<file path="src/rtl/cga_pkg.sv">
// Shared types and default sequencer constants for the CGA VRAM arbiter.
package cga_pkg;

  typedef enum logic [1:0] {
    IDLE      = 2'd0,
    WAIT_SLOT = 2'd1,
    ACCESS    = 2'd2,
    HOLD      = 2'd3
  } cga_state_e;

  localparam logic [4:0] SEQ_LAST_DEF = 5'd31;
  localparam logic [4:0] CPU_SLOT_DEF = 5'd17;

endpackage

</file>
<file path="src/rtl/cga_bus_sync.sv">
// Two-flop synchroniser for active-low ISA strobes; resets to the inactive level.
module cga_bus_sync #(
  parameter int unsigned W = 2
) (
  input  logic         clk,
  input  logic         reset,
  input  logic [W-1:0] d,
  output logic [W-1:0] q
);

  logic [W-1:0] meta;

  always_ff @(posedge clk) begin
    if (reset) begin
      meta <= '1;
      q    <= '1;
    end else begin
      meta <= d;
      q    <= meta;
    end
  end

endmodule

</file>
<file path="src/rtl/cga_vram_arbiter.sv">
// Shares VRAM between display fetch and one CPU access per sequencer slot.
// Define CGA_SNOW_EN to let the CPU byte leak onto disp_data after each access.
module cga_vram_arbiter
  import cga_pkg::*;
#(
  parameter int unsigned ADDR_W       = 15,
  parameter logic [4:0]  SEQ_LAST     = SEQ_LAST_DEF,
  parameter logic [4:0]  CPU_SLOT     = CPU_SLOT_DEF,
  parameter bit          USE_BUS_WAIT = 1'b1
) (
  input  logic              clk,
  input  logic              reset,
  input  logic [4:0]        clk_seq,
  input  logic              mem_cs,
  input  logic              bus_memr_l,
  input  logic              bus_memw_l,
  input  logic [ADDR_W-1:0] bus_a,
  input  logic [7:0]        bus_d,
  output logic [7:0]        bus_out,
  output logic              bus_rdy,
  input  logic [ADDR_W-1:0] disp_addr,
  output logic [7:0]        disp_data,
  output logic [ADDR_W-1:0] ram_a,
  input  logic [7:0]        ram_d,
  output logic [7:0]        ram_dout,
  output logic              ram_we_l
);

  if (CPU_SLOT > SEQ_LAST) begin : g_bad_slot
    $error("CPU_SLOT must not exceed SEQ_LAST");
  end
  if (ADDR_W < 14 || ADDR_W > 17) begin : g_bad_addr_w
    $error("ADDR_W must be in 14..17");
  end

  logic [1:0]        strb_s;
  logic              memr_s_l;
  logic              memw_s_l;
  cga_state_e        state;
  logic [ADDR_W-1:0] addr_q;
  logic [7:0]        data_q;
  logic              wr_q;
  logic              entry_q;
  logic              bus_rdy_q;
  logic              in_access;
  logic              own_strb_l;
  logic              slot_hit;

  cga_bus_sync #(.W(2)) u_sync (
    .clk   (clk),
    .reset (reset),
    .d     ({bus_memw_l, bus_memr_l}),
    .q     (strb_s)
  );

  assign memr_s_l   = strb_s[0];
  assign memw_s_l   = strb_s[1];
  assign in_access  = (state == ACCESS);
  assign own_strb_l = wr_q ? memw_s_l : memr_s_l;
  assign slot_hit   = (clk_seq == CPU_SLOT);

  // entry_q masks a slot match in the very first WAIT_SLOT cycle.
  always_ff @(posedge clk) begin
    if (reset) begin
      state     <= IDLE;
      addr_q    <= '0;
      data_q    <= 8'h00;
      wr_q      <= 1'b0;
      entry_q   <= 1'b0;
      bus_rdy_q <= 1'b1;
      bus_out   <= 8'h00;
    end else begin
      case (state)
        IDLE: begin
          if (mem_cs && (memr_s_l != memw_s_l)) begin
            state     <= WAIT_SLOT;
            addr_q    <= bus_a;
            data_q    <= bus_d;
            wr_q      <= ~memw_s_l;
            entry_q   <= 1'b1;
            bus_rdy_q <= 1'b0;
          end
        end
        WAIT_SLOT: begin
          entry_q <= 1'b0;
          if (!wr_q && memr_s_l) begin
            state     <= IDLE;
            bus_rdy_q <= 1'b1;
          end else if (slot_hit && !entry_q) begin
            state <= ACCESS;
          end
        end
        ACCESS: begin
          state     <= HOLD;
          bus_rdy_q <= 1'b1;
          if (!wr_q) bus_out <= ram_d;
        end
        HOLD: begin
          if (own_strb_l) state <= IDLE;
        end
        default: state <= IDLE;
      endcase
    end
  end

  // Display pipeline; the slot following ACCESS carries the CPU byte or holds.
  always_ff @(posedge clk) begin
    if (reset) begin
      disp_data <= 8'h00;
    end else if (in_access) begin
`ifdef CGA_SNOW_EN
      disp_data <= wr_q ? data_q : ram_d;
`else
      disp_data <= disp_data;
`endif
    end else begin
      disp_data <= ram_d;
    end
  end

  // Reset gates the strobe so an ACCESS cycle under reset never writes.
  assign ram_a    = in_access ? addr_q : disp_addr;
  assign ram_dout = data_q;
  assign ram_we_l = ~(in_access && wr_q && !reset);
  assign bus_rdy  = USE_BUS_WAIT ? bus_rdy_q : 1'b1;

endmodule
</file>
<file path="config.mk">
export PLATFORM = sky130hd
export DESIGN_NAME = cga_vram_arbiter
export DESIGN_NICKNAME = d
export VERILOG_FILES = /design/src/rtl/cga_pkg.sv /design/src/rtl/cga_bus_sync.sv /design/src/rtl/cga_vram_arbiter.sv
export SDC_FILE = /design/constraint.sdc
export NUM_CORES = 1
export LEC_CHECK = 0
export ABC_CLOCK_PERIOD_IN_PS = 4600
export CAP_MARGIN = 20
export CORE_MARGIN = 2
export CORE_UTILIZATION = 35
export CTS_CLUSTER_DIAMETER = 80
export CTS_CLUSTER_SIZE = 25
export DETAILED_ROUTE_END_ITERATION = 6
export DONT_BUFFER_PORTS = 1
export GPL_TIMING_DRIVEN = 0
export SLEW_MARGIN = 25
export SYNTH_ARGS = -nofsm -noshare
export SYNTH_HDL_FRONTEND = slang
export SYNTH_HIERARCHICAL = 1
export SYNTH_SLANG_ARGS = --single-unit
</file>
<file path="constraint.sdc">
create_clock -name clk -period 4.6 [get_ports clk]
set_input_delay 1.38 -clock clk [delete_from_list [all_inputs] [get_ports clk]]
set_output_delay 1.38 -clock clk [all_outputs]
set_load 0.01 [all_outputs]
</file>
==> results by group <==
Outcome
  • Status: completed

STA
  • Post-layout min period: 3.31 ns
  • Worst Tran Pin Value: about 0.56 ns
  • Clock Skew: ~0.0038 ns
  • Final Slew Violations: 0
  • Fmax: 302 MHz
  • Rel. slew slack: 62.9%
  • RSZ-0062 raised after global routing: no
  • Final setup viols: 0
  • Fin. Hold Viols: 0
  • Period utilization: 72.0%
  • Setup TNS: 0 ns

Routing
  • Vias: 1542
  • Remaining routing DRC violations: 0
  • Metal3 WL: between 500 and 600 um
  • Highest metal used: met4
  • Avg Vias per Cell: 4.94
  • ANT nets after route: 0
  • DR WL/cell: 14.1 um
  • Final wirelength: 4400 um
  • DR WL met2: between 2000 and 2500 um
  • DR pass1 iterations: 4
  • Met1 Wirelength: 1790 um
  • Drt initial violations: 20

Logic synthesis
  • Yosys warnings: 6
  • Register area share after synthesis: 47.3%
  • Synth Instances: 232
  • Yosys cell types: 30
  • Syn Area/Cell: 8.76 um^2
  • Synth Net Count: 293
  • FF+latch count, synth: between 40 and 50
  • Post-Syn Area: about 0.0020 mm^2

Global route
  • GR Overflow Total: 0
  • First-pass GRT wire length: 6670 um
  • Largest net degree at the start of global routing: 15
  • Gr usage total: between 10% and 20%
  • Vias in the first global route: 1441
  • Initial antenna violation count: 0

Clocking
  • Hold_buf cts: 0
  • Post-cts gate resize count: 0
  • Clock latency on the worst-skew pair: 0.30 ns
  • Clock sink count: 48
  • Clock Root Buffer: clkbuf_8
  • Clock edge transition at the registers on the reported setup and hold paths: 0.08 ns
  • CTS tree: built
  • H-tree level count: 2
  • Clock tree buffer depth: 2
  • Clock buffers created by TritonCTS: 5
  • Setup bufs post-CTS: 0

Critical path
  • CP Class: input port to primary output
  • CP startpoint kind: input port
  • Critical path arrival: between 1.5 and 2 ns
  • CP Data Required Time: 3.22 ns
  • Critical Path Sink Type: primary output
  • CP Max Fanout: 6

Floorplanning
  • Die area: 0.00643 mm^2
  • I/O Pins: 97
  • Core area: 0.00554 mm^2
  • # rows: 27
  • Die height: 80.2 um
  • Initial Util: between 30% and 40%
  • Die width: 80.2 um

Power and ir drop
  • PD cells: around 380 mW/mm^2
  • VDD IR max: approximately 0.17 mV
  • Switching share of power: a little under a quarter
  • Switch Pwr: 0.000198 W
  • Clock Power Share: 38.1%
  • Comb power frac: 9.8%
  • Seq pwr share: 52.2%
  • P_int: 0.000662 W
  • P_leak: roughly 0.79 nW

Place
  • Placed instance count: between 300 and 400
  • DP HPWL: 3310 um
  • GPL Wtd Cong: 0.773
  • Port Buffers: 0

Final layout
  • Layout Area Growth over Synthesis: 10.7%
  • N_diodes: 0
  • Fin cells: between 300 and 400
  • Fin nets: 300
  • Share of layout cells above drive strength 1: 13.3%
  • Most frequent cells in the layout: 66 x nand2_1, 48 x dfxtp_1, 33 x a21oi_1
  • Commonest non-fill, non-tap cell in the layout: nand2_1

Worst hold path
  • Min-Delay Path Class: register to register

Job
  • Max cap viols: 0
==> worst max-delay path, stage by stage <==
cell and delay, ns:
buf_1 0.22, inv_1 0.15, nand3_1 0.18
==> registers in the layout, indices dropped and copies added, names as in the netlist, named ones only <==
signal,flops
ram_dout,8
u_sync/meta,2
u_sync/q,2
bus_rdy,1
bus_out,8
entry_q,1
addr_q,15
wr_q,1
state,1
disp_data,8
==> layout make-up <==
type	count	area [um^2]
fill	600	3290
sequential	48	961
multi-input combinational	164	952
buffer	15	100
clock buffer	7	96.3
tap	72	90.1
clock inverter	1	30.0
inverter	5	18.8
==> through the flow <==
step / cell area (um^2) / setup WS (ns) / util [%] / hold slack (ns) / power (W)
after floorplan: 2030 / 1.45 / - / 0.383 / 0.000526
after global placement: 2120 / 1.26 / 38.3 / 0.391 / 0.000543
after detailed placement: 2120 / 1.25 / 38.3 / 0.393 / 0.000545
after CTS: 2250 / 1.24 / 40.6 / 0.413 / 0.000876
after global routing: 2250 / 1.17 / 40.6 / 0.444 / 0.000907
final: 2250 / 1.29 / 40.6 / 0.411 / 0.000860
==> path summary, 6_finish.rpt <==
check / end / cells after the start / start / slack [ns]
max: ram_we_l / 3 / reset / 1.29
min reg2reg: u_sync/q[1]$_SDFF_PP1_ / 1 / u_sync/meta[1]$_SDFF_PP1_ / 0.41
max reg2reg: bus_out[3]$_SDFFE_PP0P_ / 7 / state[0]$_SDFFE_PP0P_ / 2.97
min: u_sync/q[1]$_SDFF_PP1_ / 1 / u_sync/meta[1]$_SDFF_PP1_ / 0.41
==> power groups by stage <==
stage / registers [W] / clock network (W) / logic (W)
global placement: 0.000458 / 0 / 0.0000847
global route: 0.000451 / 0.000359 / 0.0000960
detailed placement: 0.000459 / 0 / 0.0000857
floorplan: 0.000455 / 0 / 0.0000706
finish: 0.000449 / 0.000327 / 0.0000839
CTS: 0.000449 / 0.000340 / 0.0000861
==> cell usage after synthesis (all sizes together) <==
cell	n	area, um^2
a211oi	1	7.51
nor2b	2	12.5
dfxtp	48	961
inv	5	18.8
a21boi	1	7.51
nor2	9	33.8
mux2	15	169
nand2	66	248
o21ai	3	15.0
a21oi	33	165
o311a	1	10.0
or2b	1	7.51
xor2	1	8.76
mux2i	8	80.1
a31oi	1	6.26
nand2b	1	6.26
o41ai	2	25.0
or2	5	31.3
clkbuf	7	26.3
nand3	5	25.0
and3	2	12.5
buf	8	73.8
o311ai	1	8.76
ha	5	62.6
a21bo	1	10.0
==> routing by layer <==
| metal | global-route usage, % | vias to the layer above |
|---|---|---|
| met3 | 6.07 | 6 |
| met5 | 0 | - |
| met4 | 4.58 | 0 |
| li1 | - | 782 |
| met1 | 14.6 | 685 |
| met2 | 23.5 | 69 |
==> logic make-up after synthesis <==
| kind of cell | count (synthesis) | synth area share (%) |
|---|---|---|
| AO/OA/AOI/OAI | 44 | 12.6 |
| buffers and inverters | 20 | 5.85 |
| adder cells (fa/ha/maj) | 5 | 3.08 |
| XOR/XNOR | 1 | 0.431 |
| AND/OR/NAND/NOR | 91 | 18.5 |
| multiplexers | 23 | 12.3 |
| flip-flops | 48 | 47.3 |
Power figures use the tool's default switching activity.
